### src/rtl/seg_scan_bin.sv
`default_nettype none
// ============================================================================
// Module   : seg_scan_bin
// Brief    : Binary-to-BCD multiplexed 7-seg driver; SEG_LZB_EN = leading-zero blanking.
// Revision : 1.0
// ============================================================================
module seg_scan_bin #(
   parameter int DIGITS      = 4,
   parameter int WIDTH       = 16,
   parameter int REFRESH_DIV = 50000
) (
   input  logic              clk,
   input  logic              rst_n,
   input  logic [WIDTH-1:0]  num,
   input  logic [DIGITS-1:0] dp,
   input  logic              blank,
   output logic [DIGITS-1:0] anodes,
   output logic [7:0]        cathodes,
   output logic              upd
);

   localparam int c_bcd_w = 4 * DIGITS;
   localparam int c_iw    = (DIGITS > 1) ? $clog2(DIGITS) : 1;
   localparam int c_pw    = $clog2(REFRESH_DIV);
   localparam int c_cw    = (WIDTH > 1) ? $clog2(WIDTH) : 1;

   typedef enum logic [1:0] {
      S_IDLE  = 2'd0,
      S_SHIFT = 2'd1,
      S_LOAD  = 2'd2
   } state_t;

   state_t               r_state;
   logic [WIDTH-1:0]     r_bin;
   logic [c_bcd_w-1:0]   r_bcd;
   logic [c_bcd_w-1:0]   w_adj;
   logic [c_bcd_w-1:0]   r_disp;
   logic                 r_ovf_acc;
   logic                 r_ovf;
   logic [c_cw-1:0]      r_cnt;
   logic [c_pw-1:0]      r_presc;
   logic [c_iw-1:0]      r_idx;
   logic [3:0]           w_digit;
   logic                 w_dp;
   logic                 w_lzb;
   logic [DIGITS-1:0]    w_onehot;
   logic [6:0]           w_seg;

   function automatic logic [6:0] seg7(input logic [3:0] d);
      case (d)
         4'd0:    seg7 = 7'b1111110;
         4'd1:    seg7 = 7'b0110000;
         4'd2:    seg7 = 7'b1101101;
         4'd3:    seg7 = 7'b1111001;
         4'd4:    seg7 = 7'b0110011;
         4'd5:    seg7 = 7'b1011011;
         4'd6:    seg7 = 7'b1011111;
         4'd7:    seg7 = 7'b1110000;
         4'd8:    seg7 = 7'b1111111;
         4'd9:    seg7 = 7'b1111011;
         default: seg7 = 7'b0000000;
      endcase
   endfunction

   // Double-dabble correction applied to every nibble before the shift
   always_comb begin
      w_adj = r_bcd;
      for (int i = 0; i < DIGITS; i++) begin
         if (r_bcd[4*i +: 4] >= 4'd5)
            w_adj[4*i +: 4] = r_bcd[4*i +: 4] + 4'd3;
      end
   end

   always_ff @(posedge clk or negedge rst_n) begin
      if (!rst_n) begin
         r_state   <= S_IDLE;
         r_bin     <= '0;
         r_bcd     <= '0;
         r_ovf_acc <= 1'b0;
         r_cnt     <= '0;
         r_disp    <= '0;
         r_ovf     <= 1'b0;
         upd       <= 1'b0;
      end else begin
         upd <= 1'b0;
         case (r_state)
            S_IDLE: begin
               r_bin     <= num;
               r_bcd     <= '0;
               r_ovf_acc <= 1'b0;
               r_cnt     <= '0;
               r_state   <= S_SHIFT;
            end
            S_SHIFT: begin
               r_bcd <= {w_adj[c_bcd_w-2:0], r_bin[WIDTH-1]};
               r_bin <= r_bin << 1;
               // A carry out of the top nibble means num >= 10^DIGITS
               if (w_adj[c_bcd_w-1])
                  r_ovf_acc <= 1'b1;
               if (r_cnt == c_cw'(WIDTH - 1))
                  r_state <= S_LOAD;
               else
                  r_cnt <= r_cnt + c_cw'(1);
            end
            S_LOAD: begin
               r_disp  <= r_bcd;
               r_ovf   <= r_ovf_acc;
               upd     <= 1'b1;
               r_state <= S_IDLE;
            end
            default: r_state <= S_IDLE;
         endcase
      end
   end

   always_ff @(posedge clk or negedge rst_n) begin
      if (!rst_n) begin
         r_presc <= '0;
         r_idx   <= c_iw'(DIGITS - 1);
      end else if (r_presc == c_pw'(REFRESH_DIV - 1)) begin
         r_presc <= '0;
         r_idx   <= (r_idx == '0) ? c_iw'(DIGITS - 1) : r_idx - c_iw'(1);
      end else begin
         r_presc <= r_presc + c_pw'(1);
      end
   end

`ifdef SEG_LZB_EN
   logic [DIGITS-1:0] w_lz;
   logic              w_zrun;

   // w_lz[i] set when digit i and everything above it is zero; digit 0 always shown
   always_comb begin
      w_lz   = '0;
      w_zrun = 1'b1;
      for (int i = DIGITS - 1; i >= 0; i--) begin
         w_zrun  = w_zrun && (r_disp[4*i +: 4] == 4'd0);
         w_lz[i] = w_zrun && (i != 0);
      end
   end
`endif

   always_comb begin
      w_digit  = '0;
      w_dp     = 1'b0;
      w_onehot = '0;
      w_lzb    = 1'b0;
      for (int i = 0; i < DIGITS; i++) begin
         if (r_idx == c_iw'(i)) begin
            w_digit     = r_disp[4*i +: 4];
            w_dp        = dp[i];
            w_onehot[i] = 1'b1;
`ifdef SEG_LZB_EN
            w_lzb       = w_lz[i];
`endif
         end
      end
   end

   assign w_seg = r_ovf ? 7'b0000001 : (w_lzb ? 7'b0000000 : seg7(w_digit));

   always_ff @(posedge clk or negedge rst_n) begin
      if (!rst_n) begin
         anodes   <= '0;
         cathodes <= 8'hFF;
      end else begin
         anodes   <= blank ? '0 : w_onehot;
         cathodes <= ~{w_seg, w_dp};
      end
   end

endmodule
`default_nettype wire

### config.mk
export PLATFORM = sky130hd
export DESIGN_NAME = seg_scan_bin
export DESIGN_NICKNAME = d
export VERILOG_FILES = /design/src/rtl/seg_scan_bin.sv
export SDC_FILE = /design/constraint.sdc
export NUM_CORES = 1
export LEC_CHECK = 0
export CORE_MARGIN = 8
export CORE_UTILIZATION = 30
export CTS_CLUSTER_DIAMETER = 80
export DETAILED_ROUTE_END_ITERATION = 10
export PLACE_DENSITY = 0.6
export SKIP_CTS_REPAIR_TIMING = 1
export SLEW_MARGIN = 10
export SYNTH_ARGS = -nofsm -noshare
export SYNTH_HDL_FRONTEND = slang
export SYNTH_SLANG_ARGS = --single-unit
### constraint.sdc
create_clock -name clk -period 2.25 [get_ports clk]
set_input_delay 0.3375 -clock clk [delete_from_list [all_inputs] [get_ports clk]]
set_output_delay 0.3375 -clock clk [all_outputs]
set_load 0.01 [all_outputs]
; ---- Word-level counts from Yosys, hierarchy flattened
; Memory sizes are Yosys's and may differ from the RTL's.
; Cells that the tools add are included.
[word_totals]
in_bits = 23
word_cells = 69
reg_bits = 87
out_inout_bits = 13
romBits = 112
mem_count = 1
[op_classes]
bitwise = 1
n_reduce_logical = 5
muxes = 29
n_lt_le_gt_ge = 4
eq_ne = 10
addsub = 7
[mem_list]
columns = name, words, word_bits, rd, rd_ports_with_merged_regs, wr, line_no
row1 = (no name shown), 16, 7, 1, 0, 0, 50  ; case (d)
[ops]
columns = cell, n
row1 = one-hot mux 16 bit (2 select lines), 2
row2 = 2-to-1 mux 4 bit, 10
row3 = adder 16 x 1 -> 16 bit (second input constant), 1
row4 = adder 4 x 2 -> 4 bit (second input constant), 4
row5 = equality test 16 bit (second input constant), 1
row6 = >= comparator 4 x 3 -> 1 bit (second input constant), 4
row7 = 2-to-1 mux 16 bit, 1
row8 = 2-to-1 mux 1 bit, 10
row9 = NOT 8 bit, 1
row10 = one-hot mux 4 bit (2 select lines), 1
row11 = 2-to-1 mux 7 bit, 1
row12 = equality test 2 bit (second input constant), 3
row13 = != test 2 bit (second input constant), 3
row14 = adder 4 x 1 -> 4 bit (second input constant), 1
row15 = equality test 2 x 1 -> 1 bit (second input constant), 2
row16 = equality test 4 bit (second input constant), 1
row17 = zero test 2 bit, 2
row18 = 2-to-1 mux 2 bit, 2
row19 = one-hot mux 2 bit (2 select lines), 1
row20 = AND reduction 2 bit, 2
row21 = one-hot mux 1 bit (2 select lines), 1
row22 = nonzero test 2 bit, 1
row23 = subtractor 2 x 1 -> 2 bit (second input constant), 1

; ---- Logic depth before layout (Yosys ltp)
; Gate-level depths: netlist (run 1).
; An unclocked memory read counts as a cell.
[logic_depth]
ltp_word = 8
mapped_depth = 10
depth_no_buf = 10

; ---- Worst setup path after synthesis (run 1)
; OpenSTA, ideal clock, no wires.
[synth_timing]
path_kind = register to register
from = register r_idx[1]
to = register cathodes[2]
period_less_slack_ns = 2.246
slack_ns = 0.004
n_path_buf = 0
t_arrival_ns = 2.169
required_time_ns = 2.173
stages_incl_launch_ff = 10
setup_time_ns = 0.077
cell_sequence = dfstp_2 -> inv_1 -> ha_1 -> nor2b_1 -> a22oi_1 -> a21oi_1 -> inv_1 -> ha_1 -> or2_0 -> a31oi_1
[synth_between]
elab_chain_len = 8
elab_cells_between_ends = 11
cone_classes = 3 x eq/ne / 5 x mux / 1 x bitwise / 1 x reduce/logical / 1 x memory
[synth_rtl]
columns = item, line_no
row1 = "start, declared", 42  ; logic [c_iw-1:0] r_idx;
row2 = "start signal, assigned", 119  ; r_idx <= c_iw'(DIGITS - 1);
row3 = "start signal, assigned", 122  ; r_idx <= (r_idx == '0) ? c_iw'(DIGITS - 1) : r_idx - c_iw'(1);
row4 = zero test 2 bit, 149  ; if (r_idx == c_iw'(i)) begin
row5 = 2-to-1 mux 4 bit (3 in a row), 149
row6 = 2-to-1 mux 4 bit (*), 149
row7 = memory (16 x 7 bit) (*), -
row8 = 2-to-1 mux 7 bit (*), 160  ; assign w_seg = r_ovf ? 7'b0000001 : (w_lzb ? 7'b0000000 : seg7(w_digit));
row9 = NOT 8 bit (*), 168  ; cathodes <= ~{w_seg, w_dp};
row10 = "end signal, assigned", 168
row11 = "end, declared", 18  ; output logic [7:0] cathodes,
; Every way passes the cells marked *; elsewhere a longest branch is shown, timed or not.
; A chain may end at the register's enable or synchronous reset.

; ---- Final worst setup path (run 1)
[layout_timing]
from = register r_idx[1]
to = register cathodes[1]
; The elaborated chain is that of the path after synthesis.

==> summary.txt, run 1 <==
Global route
  – Total Routing Usage GR: 9.68%
  – Initial antenna violation count: 0
  – Largest net degree at the start of global routing: 38
  – Number of global-route vias before repair: just over 3,000
  – Global-route wire length before repair: 14,200 um
  – GRT Residual Overflow: 0

Floorplanning
  – Starting Density: 30.3%
  – Die Y: 134 um
  – Core area: 13,700 um2
  – IO Pins: 36
  – Die footprint: 17,900 um2
  – Die X: 134 um
  – Number of placement rows: 43

Critical path
  – CP Launch Point: r_idx[1]$_DFFE_PN1N_
  – Slowest stage delay, CP: between 500 and 600 ps
  – CP Cell Sequence: inv_1, ha_1, buf_4, a211oi_1, a211oi_2, buf_6, clkbuf_2, o211ai_1, nor3b_1
  – Buf/Inv on CP: 4
  – Crit Path Class: reg2reg
  – CP Data Arrival Time: 2380 ps
  – CP delay by family, top: compound AO/OA/AOI/OAI gates
  – Required @ worst endpoint: 2500 ps
  – Reg2reg start: r_idx[1]$_DFFE_PN1N_
  – CP max stage cell: dfstp_2
  – Critical Path End Type: register
  – Crit-path max FO: 7
  – Crit start category: register

Clock network
  – Clock sink count: 87
  – CTS tree: yes
  – Max H-tree Level: 3
  – Inserted Clock Buffers: 9
  – Max clock buf depth: 2
  – Root buffer cell: clkbuf_16
  – Reg clk slew, reported paths: 70 ps
  – Worst skew pair latency: about 340 ps

Logic synthesis
  – Synth Net Count: between 400 and 500
  – Syn. warnings: 0
  – Synth area leader: dfrtp_1
  – Syn Inst Count: 400
  – Asr flop ratio synth: 100%
  – Syn avg cell area: 10.4 um2
  – Post-synth EDFFs: 0
  – Synth Register Bits: 87
  – Top FF cell, synth: dfrtp_1
  – Register area share after synthesis: between 50% and 60%
  – Leading post-synthesis cells by cell area: dfrtp_1 46%, dfstp_2 6.3%, ha_1 5.7%, nand2_1 4.2%, o21ai_0 4.1%
  – Yosys top cell area share: 46.4%
  – Mapped Area: 4150 um2
  – Distinct cell type count of the synthesized netlist: 45

Placed design
  – Setup WS pre-CTS: approximately 15 ps
  – Dpl hpwl: 5720 um
  – Placed instance count: 608
  – Final GP Congestion: ~0.74
  – DP Area: 4740 um2
  – I/O Buffers: 35

STA
  – Clk_skew: 4.31 ps
  – Slew headroom: 68.8%
  – Final Max Tran Viols: 0
  – RSZ-0062 raised after global routing: yes
  – Final worst slack: 123 ps
  – Setup violators final: 0
  – Final setup TNS: 0 ps
  – Pin slew with the least headroom to its limit: 467 ps
  – Fin crit share: between 90% and 100%
  – Final hold vios: 0
  – Min Clock Period, post-route: 2130 ps
  – Fmax: 470 MHz

Routing
  – DRT Pass-1 Iters: 4
  – # DRC: 0
  – Post-DRT Antenna Nets: 0
  – Routed wire per std cell: 12.9 um
  – Starting DRT DRC Count: 174
  – Via count: 2,956
  – Drt via density: 4.70
  – Final wirelength: 8120 um

Layout
  – Post-route cell area: 5120 um2
  – Seq. cell area: 2190 um2
  – Filler cells: 1,392
  – Ratio of cells with drive above 1 in the final layout: 12.9%
  – Antenna cell count: 0
  – Area Growth Syn to Fin: 23.4%
  – Footprint of the multi-input gates: 1850 um2
  – Nets: roughly 490
  – Fin cells: ~630

Pwr
  – LEAKAGE: 0.00235 uW
  – Max IR drop VDD: 0.000379 V
  – Part of the power in registers: 43.1%
  – PwrDens: 936 nW/um2
  – Clock network power share: 32.1%
  – Switching share of total power: 29.5%
  – Sw power: 1420 uW
  – Combinational Power Share: 24.7%
  – Total power: roughly 4800 uW
  – Int Pwr: 3380 uW

Hold path
  – Hold Crit Class: in2async

Outcome
  – Status: finished clean

Job
  – Number of max-cap violations: 0
[synthesized netlist by cell type (all sizes together) (2+ instances only)]
cell type and instances:
buf 7, o32ai 3, mux2 11, nor3 6, nor2 31, nand2b 8
nand3 4, o22ai 9, dfrtp 77, nor2b 8, a31oi 2, a22o 8
a211oi 2, mux2i 16, nand2 46, a22oi 2, inv 18, and3 3
and4 3, clkbuf 10, nor4b 2, nand4 3, ha 19, a21oi 20
xnor2 10, o21bai 2, o21ai 37, dfstp 10, nor3b 3, xor2 12
[power groups by stage]
stage	Clock, uW	Combinational [uW]	Sequential (uW)
detailed placement	0	1120	2100
global placement	0	1080	2090
CTS	1590	1130	2070
finish	1540	1190	2070
floorplan	0	732	2070
global route	1660	1340	2110
[sequential cells by signal, indices dropped and copies added (netlist names), 4 cells and up]
name      count
r_bin        16
r_presc      16
anodes        4
r_cnt         4
r_bcd        16
r_disp       16
cathodes      8
[stage by stage]
stage                     util, %  hold slack (ps)
after detailed placement     34.5              307
after global routing         37.4              508
after global placement       34.5              307
final                        37.4              474
after CTS                    36.8            -65.3
after floorplan                 -             41.9
[cell usage in the layout (no fill, tap or decap), types with 4 or more instances in the layout]
master / instances
xnor2_1: 10
buf_4: 12
inv_1: 16
nor3_1: 6
mux2_2: 7
nor2b_1: 6
mux2i_1: 16
clkdlybuf4s50_1: 34
dfrtp_1: 77
a21oi_1: 19
nand3_1: 4
ha_1: 18
clkbuf_16: 9
nand2b_1: 8
o22ai_1: 9
xor2_1: 12
nor2_1: 31
a22o_1: 8
nand2_1: 46
dfstp_2: 10
o21ai_0: 34
[metal layers]
| metal | vias up | wire [um] | track usage [%] |
|---|---|---|---|
| met5 | - | 0 | 0 |
| met4 | 0 | 125 | 4.37 |
| met3 | 7 | 380 | 3.35 |
| met2 | 50 | 3860 | 15.9 |
| met1 | 1432 | 3750 | 11.1 |
| li1 | 1467 | - | - |
[logic make-up (layout without fill, tap and decap cells)]
logic type / count (synthesis) / in the layout / share of synthesized area (%)
AOI/OAI and AO/OA: 89 / 89 / 12.8
adders and majority gates: 19 / 19 / 5.73
buffers and inverters: 35 / 84 / 3.41
xor gates and xnor gates: 22 / 22 / 4.64
and+or+nand+nor: 121 / 121 / 13.7
DFF: 87 / 87 / 52.7
muxes: 27 / 27 / 6.93
[path summary, 6_finish.rpt]
path	endpoint	slack, ps	cells past startpoint
min in group clk	r_bin[5]$_DFFE_PN0P_	490	2
hold reg to reg	r_bin[5]$_DFFE_PN0P_	490	2
hold / removal	r_presc[12]$_DFF_PN0_	470	2
max in group asynchronous	r_state[1]$_DFFE_PN0P_	1170	3
setup reg to reg	cathodes[1]$_DFF_PN1_	120	9
setup / recovery	cathodes[1]$_DFF_PN1_	120	9
[area by class of cell]
type | instances | share of cell area [%]
multi-input combinational | 278 | 36.1
clock inverter | 6 | 1.46
tap | 180 | 4.39
timing repair buffer | 50 | 9.30
inverter | 18 | 1.32
sequential | 87 | 42.7
clock buffer | 10 | 4.66
Note: power is estimated with default switching activity, not from simulation.
==> run 2: changes to the inputs <==
--- a/config.mk
+++ b/config.mk
@@ -10,6 +10,7 @@
 export CTS_CLUSTER_DIAMETER = 80
 export DETAILED_ROUTE_END_ITERATION = 10
 export PLACE_DENSITY = 0.6
+export REMOVE_ABC_BUFFERS = 1
 export SKIP_CTS_REPAIR_TIMING = 1
 export SLEW_MARGIN = 10
 export SYNTH_ARGS = -nofsm -noshare
==> run 2 against run 1 <==
  * First-iteration DRC count decreased by 4.0%
  * Worst hold slack better by 11 ps
  * Sequential share of layout area down 0.59 points
  * Via count down 2.0%
  * Non-clock buffer count unchanged
  * Cell count is the same
  * Largest cell class unchanged
==> summary.txt, run 2 (synthesis gave the netlist of run 1 again) <==
Routing
  – # DRC: 0 (unchanged)
  – Starting DRT DRC Count: 167 (-4.0%)
  – Drt via density: 4.61 (-2.0%)
  – Routed wire per std cell: 13.0 um (+0.76%)
  – Final wirelength: 8180 um (+0.76%)
  – Via count: 2,898 (-2.0%)
  – DRT Pass-1 Iters: 4 (unchanged)
  – Post-DRT Antenna Nets: 0 (unchanged)

Layout
  – Nets: 486 (unchanged)
  – Commonest non-fill, non-tap cells in the layout: 77 x dfrtp_1, 46 x nand2_1, 34 x o21ai_0, 34 x clkdlybuf4s50_1, 30 x nor2_1
  – Post-route cell area: 5200 um2 (+1.4%)
  – Most common cell after layout, fill and taps aside: dfrtp_1
  – Seq. cell area: 2190 um2 (unchanged)
  – Area Growth Syn to Fin: 25.2%
  – Ratio of cells with drive above 1 in the final layout: 14.7% (+1.8 points)
  – Footprint of the multi-input gates: 1910 um2 (+3.0%)
  – Antenna cell count: 0 (unchanged)
  – Filler cells: 1,370 (-1.6%)
  – Fin util: 37.9% (+0.52 points)

STA
  – Slew headroom: 70.1% (+1.2 points)
  – Final Max Tran Viols: 0 (unchanged)
  – Fin crit share: 94.0% (-0.49 points)
  – Setup violators final: 0 (unchanged)
  – Final worst slack: 134 ps (+10.9 ps)
  – Worst hold slack: 485 ps (+11.1 ps)
  – Clk_skew: 8.48 ps (+4.16 ps)
  – Final hold vios: 0 (unchanged)
  – RSZ-0062 raised after global routing: no
  – Pin slew with the least headroom to its limit: 449 ps (-18.7 ps)
  – Fmax: 473 MHz (+0.52%)
  – Min Clock Period, post-route: 2120 ps (-10.9 ps)

Global route
  – Initial antenna violation count: 0 (unchanged)
  – GRT Residual Overflow: 0 (unchanged)
  – Largest net degree at the start of global routing: 40 (+5.3%)
  – Total Routing Usage GR: 9.47% (-0.21 points)
  – Number of global-route vias before repair: 2,925 (-4.2%)
  – Global-route wire length before repair: 13,900 um (-2.4%)

Clock network
  – Max clock buf depth: 2 (unchanged)
  – Max H-tree Level: 3 (unchanged)
  – CTS tree: yes
  – Reg clk slew, reported paths: 60 ps (about the same)
  – Worst skew pair latency: 340 ps (about the same)
  – Clock sink count: 87 (unchanged)
  – Inserted Clock Buffers: 9 (unchanged)
  – Root buffer cell: clkbuf_16

Floorplanning
  – Core area: 13,700 um2 (unchanged)
  – Die X: 134 um (unchanged)
  – Die footprint: 17,900 um2 (unchanged)
  – Starting Density: 30.3% (unchanged)
  – Number of placement rows: 43 (unchanged)
  – Die Y: 134 um (unchanged)
  – IO Pins: 36 (unchanged)

Placed design
  – Setup WS pre-CTS: 35.8 ps (+21.0 ps)
  – I/O Buffers: 35 (unchanged)
  – DP Area: 4750 um2 (+0.16%)
  – Dpl hpwl: 5600 um (-2.1%)
  – Final GP Congestion: 0.759 (+2.1%)

Pwr
  – Max IR drop VDD: 0.000468 V (+24%)
  – LEAKAGE: 0.00237 uW (+0.85%)
  – Combinational Power Share: 23.6% (-1.1 points)
  – Part of the power in registers: 42.7% (-0.4 points)
  – Clock network power share: 33.7% (+1.6 points)
  – Switching share of total power: 28.6% (-0.91 points)
  – Sw power: 1390 uW (-2.0%)
  – Int Pwr: 3460 uW (+2.4%)
  – PwrDens: 933 nW/um2 (-0.29%)
  – Total power: 4850 uW (+1.1%)

Critical path
  – Reg2reg start: r_idx[1]$_DFFE_PN1N_
  – Reg-to-reg slack, setup: 130 ps (about the same)
  – Crit start category: register
  – Crit Path Class: reg2reg
  – Required @ worst endpoint: 2500 ps (about the same)
  – Worst R2R End: cathodes[4]$_DFF_PN1_
  – Worst R2R Path Depth: 10 (+1)
  – Crit-path max FO: 6 (-1)
  – CP Launch Point: r_idx[1]$_DFFE_PN1N_
  – CP Data Arrival Time: 2360 ps (-20 ps)
  – End point of the critical path: cathodes[4]$_DFF_PN1_
  – Critical Path End Type: register

Hold path
  – Hold Crit Class: in2async

Job
  – Number of max-cap violations: 0 (unchanged)

Outcome
  – Status: finished clean
-- run 2: cell types whose count changed in the layout (fill, tap and decap cells not counted), sizes merged --
cell,change
buf,+1
clkbuf,-1
bufinv,+1
inv,-2
clkinvlp,+1
-- run 2: cell type report --
type,count,area share [%]
clock buffers,10,4.60
flip-flops and latches,87,42.1
well taps,180,4.33
multi-input cells,278,36.7
inverters,18,1.30
clock inverters,6,1.78
repair buffers,50,9.15
-- run 2: power by group through the flow --
stage	sequential [uW]	combinational [uW]	clock, uW
5_1_grt	2110	1290	1740
4_1_cts	2070	1130	1680
6_report	2070	1140	1630
3_5_place_dp	2100	1120	0
3_3_place_gp	2090	1080	0
2_1_floorplan	2070	719	0
-- run 2: critical path: stages (launching register included) --
cell	delay (ps)
dfstp_2	570
inv_2	70
ha_4	170
buf_4	150
a22oi_2	150
a21oi_1	100
buf_4	170
ha_1	280
nor2b_2	140
o21bai_1	130
a21oi_1	80
-- run 2: through the flow --
step | setup TNS, ps | instances
after detailed placement | 0 | 609
final | 0 | 629
after global placement | 0 | 609
after CTS | -31.8 | 625
after floorplan | 0 | 383
after global routing | 0 | 629
-- run 2: layer usage --
metal	share of wire, %	GRT usage, %	wire, um	vias to the layer above
met5	0	0	0	-
li1	-	-	-	1462
met1	50	12.2	4080	1381
met2	45	14.4	3660	43
met4	1.6	3.93	131	0
met3	3.9	2.97	318	12
-- run 2: worst min path at each step --
stage,start,to,slack (ps),cells past startpoint
2_1_floorplan,rst_n,anodes[0]$_DFF_PN0_,40,0
3_3_place_gp,rst_n,r_presc[9]$_DFF_PN0_,310,1
3_5_place_dp,rst_n,r_presc[9]$_DFF_PN0_,320,1
4_1_cts,rst_n,r_presc[5]$_DFF_PN0_,-50,1
5_1_grt,r_disp[8]$_DFFE_PN0P_,r_disp[8]$_DFFE_PN0P_,510,2
6_report,rst_n,r_presc[9]$_DFF_PN0_,490,2
